$ cat src/rtl/proc_pkg.sv
`default_nettype none
// ============================================================================
// Module      : proc_pkg
// Description : Shared opcodes, FSM state encoding and instruction field
//               positions for the proc_multi core.
// Revision    : 1.0 - initial release
// ============================================================================
package proc_pkg;

    localparam logic [3:0] OP_HALT   = 4'h0;
    localparam logic [3:0] OP_OUTI   = 4'h1;
    localparam logic [3:0] OP_OUTLOC = 4'h2;
    localparam logic [3:0] OP_LI     = 4'h3;
    localparam logic [3:0] OP_OUTR   = 4'h4;
    localparam logic [3:0] OP_LOAD   = 4'h5;
    localparam logic [3:0] OP_STORE  = 4'h6;
    localparam logic [3:0] OP_ADDI   = 4'h7;
    localparam logic [3:0] OP_BNZ    = 4'h8;

    localparam int INSTR_RD_MSB  = 15;
    localparam int INSTR_RD_LSB  = 12;
    localparam int INSTR_OP_MSB  = 11;
    localparam int INSTR_OP_LSB  = 8;
    localparam int INSTR_IMM_MSB = 7;
    localparam int INSTR_IMM_LSB = 0;

    typedef enum logic [2:0] {
        RESET      = 3'd0,
        WAIT_INSTR = 3'd1,
        EXEC       = 3'd2,
        MEM_WAIT   = 3'd3,
        HALTED     = 3'd4
    } e_state;

endpackage
`default_nettype wire

$ cat src/rtl/proc_regfile.sv
`default_nettype none
// ============================================================================
// Module      : proc_regfile
// Description : NUM_REGS x DATA_W register file, one synchronous write port,
//               combinational operand and debug read ports.
// Revision    : 1.0 - initial release
// ============================================================================
module proc_regfile #(
    parameter int DATA_W   = 16,
    parameter int NUM_REGS = 16
) (
    input  logic              clk,
    input  logic              rst,
    input  logic              i_we,
    input  logic [3:0]        i_wsel,
    input  logic [DATA_W-1:0] i_wdata,
    input  logic [3:0]        i_rd_sel,
    output logic [DATA_W-1:0] o_rd_data,
    input  logic [3:0]        i_dbg_sel,
    output logic [DATA_W-1:0] o_dbg_data
);

    logic [DATA_W-1:0] r_regs [NUM_REGS];

    always_ff @(posedge clk or posedge rst) begin
        if (rst) begin
            for (int i = 0; i < NUM_REGS; i++) r_regs[i] <= '0;
        end else if (i_we) begin
            for (int i = 0; i < NUM_REGS; i++) begin
                if (i_wsel == 4'(i)) r_regs[i] <= i_wdata;
            end
        end
    end

    // Indices with no backing register read as zero.
    always_comb begin
        o_rd_data  = '0;
        o_dbg_data = '0;
        for (int i = 0; i < NUM_REGS; i++) begin
            if (i_rd_sel == 4'(i))  o_rd_data  = r_regs[i];
            if (i_dbg_sel == 4'(i)) o_dbg_data = r_regs[i];
        end
    end

endmodule
`default_nettype wire

$ cat src/rtl/proc_multi.sv
`default_nettype none
// ============================================================================
// Module      : proc_multi
// Description : Parametrised multi-cycle processor core with a req/ack
//               memory port, load/store, add-immediate, branch and halt.
// Revision    : 1.0 - initial release
// ============================================================================
module proc_multi
    import proc_pkg::*;
#(
    parameter int DATA_W   = 16,
    parameter int NUM_REGS = 16,
    parameter int ADDR_W   = 16
) (
    input  logic              clk,
    input  logic              rst,
    output logic              mem_req,
    output logic              mem_we,
    output logic [ADDR_W-1:0] mem_addr,
    output logic [15:0]       mem_wdata,
    input  logic [15:0]       mem_rdata,
    input  logic              mem_ack,
    output logic [DATA_W-1:0] out,
    output logic              outen,
    output logic [ADDR_W-1:0] pc,
    output logic [2:0]        state,
    output logic              halted,
    output logic              illegal,
    input  logic [3:0]        dbg_sel,
    output logic [DATA_W-1:0] dbg_data
);

    e_state            r_state;
    logic [15:0]       r_ir;
    logic [ADDR_W-1:0] r_pc;
    logic [ADDR_W-1:0] r_mem_addr;
    logic [15:0]       r_mem_wdata;
    logic              r_mem_req;
    logic              r_mem_we;
    logic [DATA_W-1:0] r_out;
    logic              r_outen;
    logic              r_halted;
    logic              r_illegal;

    logic [3:0]        w_rd;
    logic [3:0]        w_op;
    logic [7:0]        w_imm;
    logic [DATA_W-1:0] w_imm_d;
    logic [ADDR_W-1:0] w_imm_a;
    logic              w_legal;
    logic              w_ack;
    logic [DATA_W-1:0] w_rd_val;
    logic [DATA_W-1:0] w_load_data;
    logic [ADDR_W-1:0] w_pc_inc;
    logic [ADDR_W-1:0] w_exec_next_pc;
    logic              w_rf_we;
    logic [DATA_W-1:0] w_rf_wdata;

    assign w_rd        = r_ir[INSTR_RD_MSB:INSTR_RD_LSB];
    assign w_op        = r_ir[INSTR_OP_MSB:INSTR_OP_LSB];
    assign w_imm       = r_ir[INSTR_IMM_MSB:INSTR_IMM_LSB];
    assign w_imm_d     = DATA_W'(w_imm);
    assign w_imm_a     = ADDR_W'(w_imm);
    assign w_legal     = (w_op <= OP_BNZ) && (int'(w_rd) < NUM_REGS);
    assign w_ack       = mem_ack & r_mem_req;
    assign w_load_data = DATA_W'(mem_rdata);
    assign w_pc_inc    = r_pc + ADDR_W'(1);

    assign w_exec_next_pc = (w_op == OP_BNZ && w_rd_val != '0) ? w_imm_a : w_pc_inc;

    // LI/ADDI write while executing; LOAD writes when its data beat completes.
    assign w_rf_we = (r_state == EXEC && w_legal && (w_op == OP_LI || w_op == OP_ADDI))
                  || (r_state == MEM_WAIT && w_ack && w_op == OP_LOAD);

    assign w_rf_wdata = (r_state == MEM_WAIT) ? w_load_data
                      : (w_op == OP_ADDI)     ? w_rd_val + w_imm_d
                      :                         w_imm_d;

    proc_regfile #(
        .DATA_W   (DATA_W),
        .NUM_REGS (NUM_REGS)
    ) u_regfile (
        .clk        (clk),
        .rst        (rst),
        .i_we       (w_rf_we),
        .i_wsel     (w_rd),
        .i_wdata    (w_rf_wdata),
        .i_rd_sel   (w_rd),
        .o_rd_data  (w_rd_val),
        .i_dbg_sel  (dbg_sel),
        .o_dbg_data (dbg_data)
    );

    always_ff @(posedge clk or posedge rst) begin
        if (rst) begin
            r_state     <= RESET;
            r_ir        <= '0;
            r_pc        <= '0;
            r_mem_req   <= 1'b0;
            r_mem_we    <= 1'b0;
            r_mem_addr  <= '0;
            r_mem_wdata <= '0;
            r_out       <= '0;
            r_outen     <= 1'b0;
            r_halted    <= 1'b0;
            r_illegal   <= 1'b0;
        end else begin
            r_outen <= 1'b0;
            case (r_state)
                RESET: begin
                    r_mem_req  <= 1'b1;
                    r_mem_we   <= 1'b0;
                    r_mem_addr <= r_pc;
                    r_state    <= WAIT_INSTR;
                end
                WAIT_INSTR: begin
                    if (w_ack) begin
                        r_ir      <= mem_rdata;
                        r_mem_req <= 1'b0;
                        r_state   <= EXEC;
                    end
                end
                EXEC: begin
                    if (!w_legal) begin
                        r_illegal <= 1'b1;
                        r_halted  <= 1'b1;
                        r_state   <= HALTED;
                    end else begin
                        case (w_op)
                            OP_HALT: begin
                                r_halted <= 1'b1;
                                r_state  <= HALTED;
                            end
                            OP_OUTLOC, OP_LOAD, OP_STORE: begin
                                r_mem_req  <= 1'b1;
                                r_mem_we   <= (w_op == OP_STORE);
                                r_mem_addr <= w_imm_a;
                                if (w_op == OP_STORE) r_mem_wdata <= 16'(w_rd_val);
                                r_state    <= MEM_WAIT;
                            end
                            default: begin
                                if (w_op == OP_OUTI) begin
                                    r_out   <= w_imm_d;
                                    r_outen <= 1'b1;
                                end else if (w_op == OP_OUTR) begin
                                    r_out   <= w_rd_val;
                                    r_outen <= 1'b1;
                                end
                                r_pc       <= w_exec_next_pc;
                                r_mem_req  <= 1'b1;
                                r_mem_we   <= 1'b0;
                                r_mem_addr <= w_exec_next_pc;
                                r_state    <= WAIT_INSTR;
                            end
                        endcase
                    end
                end
                MEM_WAIT: begin
                    // req stays high: the data beat ends and the next fetch starts on one edge.
                    if (w_ack) begin
                        if (w_op == OP_OUTLOC) begin
                            r_out   <= w_load_data;
                            r_outen <= 1'b1;
                        end
                        r_pc       <= w_pc_inc;
                        r_mem_req  <= 1'b1;
                        r_mem_we   <= 1'b0;
                        r_mem_addr <= w_pc_inc;
                        r_state    <= WAIT_INSTR;
                    end
                end
                HALTED: begin
                    r_state <= HALTED;
                end
                default: begin
                    r_state <= HALTED;
                end
            endcase
        end
    end

    assign mem_req   = r_mem_req;
    assign mem_we    = r_mem_we;
    assign mem_addr  = r_mem_addr;
    assign mem_wdata = r_mem_wdata;
    assign out       = r_out;
    assign outen     = r_outen;
    assign pc        = r_pc;
    assign state     = r_state;
    assign halted    = r_halted;
    assign illegal   = r_illegal;

endmodule
`default_nettype wire

$ cat config.mk
export PLATFORM = sky130hd
export DESIGN_NAME = proc_multi
export DESIGN_NICKNAME = d
export VERILOG_FILES = /design/src/rtl/proc_pkg.sv /design/src/rtl/proc_regfile.sv /design/src/rtl/proc_multi.sv
export SDC_FILE = /design/constraint.sdc
export NUM_CORES = 1
export LEC_CHECK = 0
export CORE_MARGIN = 4
export CORE_UTILIZATION = 65
export DETAILED_ROUTE_END_ITERATION = 8
export MAX_ROUTING_LAYER = met4
export PLACE_DENSITY = 0.87
export RECOVER_POWER = 25
export SLEW_MARGIN = 5
export SYNTH_ARGS = -nofsm -noshare
export SYNTH_HDL_FRONTEND = slang
export SYNTH_SLANG_ARGS = --single-unit
$ cat constraint.sdc
create_clock -name clk -period 26.8 [get_ports clk]
set_input_delay 6.7 -clock clk [delete_from_list [all_inputs] [get_ports clk]]
set_output_delay 6.7 -clock clk [all_outputs]
set_load 0.02 [all_outputs]
==> metrics, run 1 <==
clock network power share 23.1%; Synth Area per Inst 8.83 um2; instance count on the critical path 12; clock sink total around 340; layout cell share with drive strength beyond 1 8.56%; critical path endpoint category primary output; switching share of power 45.2%; dpl cell area about 20,000 um2; HP Class reg2reg; iteration count of the initial detailed-routing pass 6; Via density 7.44; initial core utilization between 60% and 70%; status finished, violations left; cts hold-fix bufs 0; htree depth 2; NumNets Final 2,216; CP required 20.10 ns; Tmin final around 17 ns; FF+latch count, synth 344; RSZ-0062 raised after global routing no; post-synthesis xor/xnor area fraction 1.07%; register area 8610 um2; # IOs 111; Synth Flop Type dfrtp_1; DP HPWL 50.5 mm; CTS tree yes; synth warn 0; crit path max fanout 13; Syn Nets 2,173; clk_lat worst skew about 0.53 ns; commonest non-fill, non-tap cell in the layout dfrtp_1; Buf/Inv on CP 2; peak supply drop 0.0000729 V; routability cong. between 1 and 1.5; pin count of the biggest net entering global routing 140; GRT Overall Usage 47.8%; WL per Instance about 29 um; Initial DRC Count approximately 3,400; Routed WL 74.9 mm; CP max stage delay 0.76 ns; Max Cap Viol 6; number of port buffers 110; Area Growth Syn to Fin 13.4%; worst-case reg-to-reg path depth 17; Leak 8.89 nW; row cnt 62; total CTS buffers 38; post-synthesis simple-gate area fraction 16.4%; WS Path Type in2out; Comb power frac a little under half; largest family of logic cells by synthesized area compound AO/OA/AOI/OAI gates; slowest CP cell clkdlybuf4s50_1; Max Freq slightly below 60 MHz; die width 178 um; first-pass GRT wire length 112 mm; Layout fillers between 1,500 and 2,000; Hold Violations, Final 0; Critical Path AT 10.24 ns; hold path cells 1; crit-path cells clkdlybuf4s50_1, nand2b_1, nor2_1, a22oi_1, nand4_1, o21ai_0, nand3_1, a21oi_1, nor2_1, o221ai_1, o21ai_0, clkdlybuf4s50_1; synthesized instance count 2,140; total negative slack 0 ns; Post-synth EDFFs 0; Post-synth ARST share 100%; netlist area before placement ~19,000 um2; vias in the first global route 18,600; die height 178 um; failing checks capacitance limit, slew limit; mux cell area share after synthesis 6.33%; drt drc 0; CP delay by family, top buffers and inverters; core area between 20,000 and 30,000 um2; total gr overflow 0; Die ar. 31,900 um2; Synth Area in Adders less than 1%; hold_ws around 0.48 ns; endpoints failing setup 0; Compound-Gate Fraction of Synth Area 25.6%; clk buf depth 3; sequential share of power 30.8%; via count 19,300; sequential share of the synthesized area 45.6%; Worst-Margin Slew 6.09 ns; PostCTS Resize Cnt 0; switching pwr between 0.001 and 0.0015 W; Tcrit/Tclk final ~63%; Distinct cells, synth 86; Pins Over Slew Limit 258; post-route ant nets 0; clock root cell clkbuf_16; fin area 21,400 um2; CP Launch Type input pin; total setup buffers inserted after CTS 0; Pwr Density 108 nW/um2; Clock Skews 0.0196 ns; Placed Cells 2,527; Clock transition at path regs 0.06 ns; most frequent cells in the layout dfrtp_1 (342), nand2_1 (312), o21ai_0 (300); Int Power 0.00126 W; antenna violations before repair 2; worst slew margin relative to its limit -309%; fin cells roughly 2,600; multi-input combinational cell area 9490 um2
==> state kept, by name (all words and copies together), names as in the netlist <==
register,count
state,3
out,16
halted,1
illegal,1
r_ir,16
pc,16
mem_we,1
outen,1
u_regfile.r_regs,256
mem_wdata,16
mem_req,1
mem_addr,16
==> logic make-up after synthesis <==
| kind of cell | Yosys count |
|---|---|
| compound gates | 770 |
| simple gates | 697 |
| buf+inv | 193 |
| flops | 344 |
| fa+ha+maj | 10 |
| mux | 103 |
| xor+xnor | 23 |
==> power groups by stage <==
| stage | combinational, W | sequential [W] | clock (W) |
|---|---|---|---|
| floorplan | 0.000609 | 0.000699 | 0 |
| global placement | 0.000978 | 0.000702 | 0 |
| detailed placement | 0.00100 | 0.000706 | 0 |
| CTS | 0.00102 | 0.000700 | 0.000529 |
| global route | 0.00111 | 0.000712 | 0.000551 |
| finish | 0.00106 | 0.000710 | 0.000532 |
==> layer usage <==
layer / vias to the layer above / track usage, % / routed length [um] / part of all wire (%)
li1: 7874 / - / - / -
met1: 9172 / 59.8 / 26000 / 35
met2: 1764 / 69.9 / 32800 / 44
met3: 499 / 12.8 / 10100 / 13
met4: 0 / 28.2 / 5970 / 8.0
met5: - / - / 0 / 0
==> cell usage after synthesis, drive strengths merged, types with 13 or more instances <==
| library cell | number | area (um2) |
|---|---|---|
| nor2 | 177 | 664 |
| inv | 30 | 113 |
| o21ai | 324 | 1630 |
| a221oi | 15 | 138 |
| nand3 | 53 | 265 |
| mux2i | 43 | 430 |
| nor3 | 35 | 175 |
| a21oi | 147 | 739 |
| buf | 62 | 332 |
| nor2b | 23 | 144 |
| a22oi | 73 | 553 |
| nand2 | 312 | 1170 |
| or3 | 13 | 81.3 |
| a222oi | 18 | 180 |
| o22ai | 14 | 87.6 |
| nand2b | 28 | 175 |
| a32oi | 13 | 121 |
| xnor2 | 16 | 140 |
| a211oi | 13 | 97.6 |
| o221ai | 13 | 114 |
| dfrtp | 344 | 8610 |
| clkbuf | 99 | 372 |
| mux2 | 52 | 586 |
==> area by class of cell <==
type,instances,share of cell area [%]
repair buffers,164,6.78
inverters,32,0.566
clock buffers,56,5.36
well taps,384,2.24
clock inverters,9,0.537
flip-flops and latches,344,40.2
diodes,2,0.0234
multi-input cells,1603,44.3
==> final timing paths <==
kind | end | slack [ns] | startpoint
max | dbg_data[7] | 9.86 | dbg_sel[3]
min | illegal | 0.48 | illegal
max reg2reg | u_regfile.r_regs[205] | 16.91 | r_ir[12]
min reg2reg | illegal | 0.48 | illegal
max in group asynchronous | out[6] | 14.77 | rst
min in group asynchronous | u_regfile.r_regs[67] | 8.49 | rst
==> per-stage QoR <==
step / power (W) / util (%) / setup WS [ns]
after floorplan: 0.00131 / - / 10.56
after global placement: 0.00168 / 70.5 / 9.99
after detailed placement: 0.00171 / 70.5 / 9.99
after CTS: 0.00225 / 74.9 / 9.94
after global routing: 0.00237 / 74.6 / 9.77
final: 0.00230 / 74.6 / 9.86
Note: power is estimated with default switching activity, not from simulation.
==> run 2, diff against run 1 <==
Settings changed: CORE_UTILIZATION 65 to 61, PLACE_DENSITY 0.87 to 0.82.
Clock period 26.8 ns to 15.8 ns, I/O delays scaled along.
==> metrics, run 2 (synthesis gave the netlist of run 1 again) <==
status finished, violations left; failing checks capacitance limit, slew limit; total negative slack 0 ns (unchanged); DP HPWL 49.7 mm (-1.6%); commonest non-fill, non-tap cell in the layout dfrtp_1; R2R Path Start r_ir[13]; Leak 8.94 nW (+0.58%); Max Cap Viol 5 (-1); reg2reg end u_regfile.r_regs[156]; clk buf depth 3 (unchanged); routability cong. 1.03 (-0.83%); crit path max fanout 19 (+6); Hold Violations, Final 0 (unchanged); die height 184 um (+3.1%); critical path endpoint category primary output; hold_ws 0.477 ns (-0.00431 ns); R2R setup slack 5.83 ns (-11.08 ns); CP Launch Type input pin; clk_lat worst skew 0.55 ns (+0.02 ns); PostCTS Resize Cnt 0 (unchanged); Clock transition at path regs 0.05 ns (about the same); vias in the first global route 17,600 (-5.1%); total CTS buffers 39 (+2.6%); pin count of the biggest net entering global routing 120 (-14%); # IOs 111 (unchanged); peak supply drop 0.000130 V (+79%); RSZ-0062 raised after global routing no; Tmin final around 12 ns; worst-case reg-to-reg path depth 19 (+2); setup ws final 3.81 ns (-6.05 ns); Setup WS pre-CTS 4.03 ns (-5.96 ns); Die ar. 33,800 um2 (+6.3%); CP required 11.85 ns (-8.25 ns); via count 18,500 (-4.0%); initial core utilization 61.8% (-4.1 points); hold path cells 2 (+1); most frequent cells in the layout dfrtp_1 (341), nand2_1 (312), o21ai_0 (300); start point of the worst hold path mem_we; layout cell share with drive strength beyond 1 8.62% (+0.063 points); Pins Over Slew Limit 240 (-7.0%); worst slew margin relative to its limit -258% (+50 points); Area Growth Syn to Fin 13.9%; drt drc 0 (unchanged); Pwr Density 181 nW/um2 (+69%); row cnt 64 (+3.2%); Placed Cells 2,540 (+0.51%); fin area 21,500 um2 (+0.41%); iteration count of the initial detailed-routing pass 9 (+3); GRT Overall Usage 42.9% (-4.8 points); post-route ant nets 0 (unchanged); dpl cell area 20,300 um2 (+0.13%); WL per Instance 27.3 um (-5.4%); Worst-Margin Slew 5.35 ns (-0.748 ns); first-pass GRT wire length 108 mm (-3.6%); Reg with most FFs u_regfile.r_regs; endpoints failing setup 0 (unchanged); Initial DRC Count 2,759 (-19%); HP Class reg2reg; max FFs per register 256 (unchanged); Via density 7.09 (-4.7%); Routed WL 71.4 mm (-4.7%); antenna violations before repair 3 (+1); NumNets Final 2,218 (+0.090%); total gr overflow 0 (unchanged); fin cells 2,615 (+0.81%); Clock Skews 0.0208 ns (+0.00119 ns); worst hold endpoint mem_we; total setup buffers inserted after CTS 0 (unchanged); CTS tree yes; cts hold-fix bufs 0 (unchanged); Tcrit/Tclk final roughly three quarters; Critical Path AT 8.04 ns (-2.20 ns); Layout fillers 2,330 (+20%); htree depth 2 (unchanged); clock root cell clkbuf_16; die width 184 um (+3.1%); Max Freq ~83 MHz; number of port buffers 110 (unchanged); WS Path Type in2out; core area 30,600 um2 (+6.6%); clock sink total 344 (unchanged)
[run 2: changes by cell type in the layout (fill, tap and decap cells not counted), moves of 2 or more]
cell	delta
clkbuf_8	-6
clkdlybuf4s50_1	-8
dlygate4sd3_1	+8
diode_2	+2
clkbuf_16	+2
bufinv_16	+2
buf_4	+4
inv_6	+2
clkbuf_1	+4
[run 2: cell type report]
class	count	area, um2	share of cell area, %
multi-input cells	1603	9480	44.1
repair buffers	165	1470	6.84
flip-flops and latches	344	8610	40.0
clock inverters	12	181	0.843
well taps	396	495	2.30
diodes	4	10.0	0.0465
inverters	32	121	0.564
clock buffers	59	1140	5.31
[run 2: worst max path at each step]
stage                     startpoint           to  slack, ns
after floorplan                  rst       halted       2.31
after global placement    dbg_sel[2]  dbg_data[7]       4.11
after detailed placement  dbg_sel[2]  dbg_data[7]       4.03
after CTS                 dbg_sel[2]  dbg_data[7]       4.01
after global routing      dbg_sel[2]  dbg_data[7]       3.74
final                     dbg_sel[2]  dbg_data[7]       3.81
[run 2: through the flow]
stage	power [W]	utilization, %
2_1_floorplan	0.00222	-
3_3_place_gp	0.00287	66.2
3_5_place_dp	0.00291	66.2
4_1_cts	0.00386	70.5
5_1_grt	0.00405	70.3
6_report	0.00390	70.3
[run 2: per-layer routing]
layer	GRT usage [%]	wire, um	vias to the layer above
li1	-	-	7885
met1	56.6	27300	9024
met2	63.5	31700	1306
met3	9.60	7930	330
met4	20.3	4420	0
met5	-	0	-
[run 2: critical path, cell delays in order]
cell	delay [ns]
clkdlybuf4s50_1	0.83
nand2b_1	0.48
nor2_1	1.14
a22oi_1	0.24
nand3_1	0.17
a21oi_1	0.05
nor2_1	0.12
o221ai_1	0.11
o21ai_0	0.24
clkdlybuf4s50_1	0.71
[run 2: power breakdown]
group / total (W) / switching, W / internal (W)
Combinational: 0.00177 / 0.00117 / 0.000597
Clock: 0.000941 / 0.000374 / 0.000567
Sequential: 0.00119 / 0.000185 / 0.00101
Total: 0.00390 / 0.00173 / 0.00217
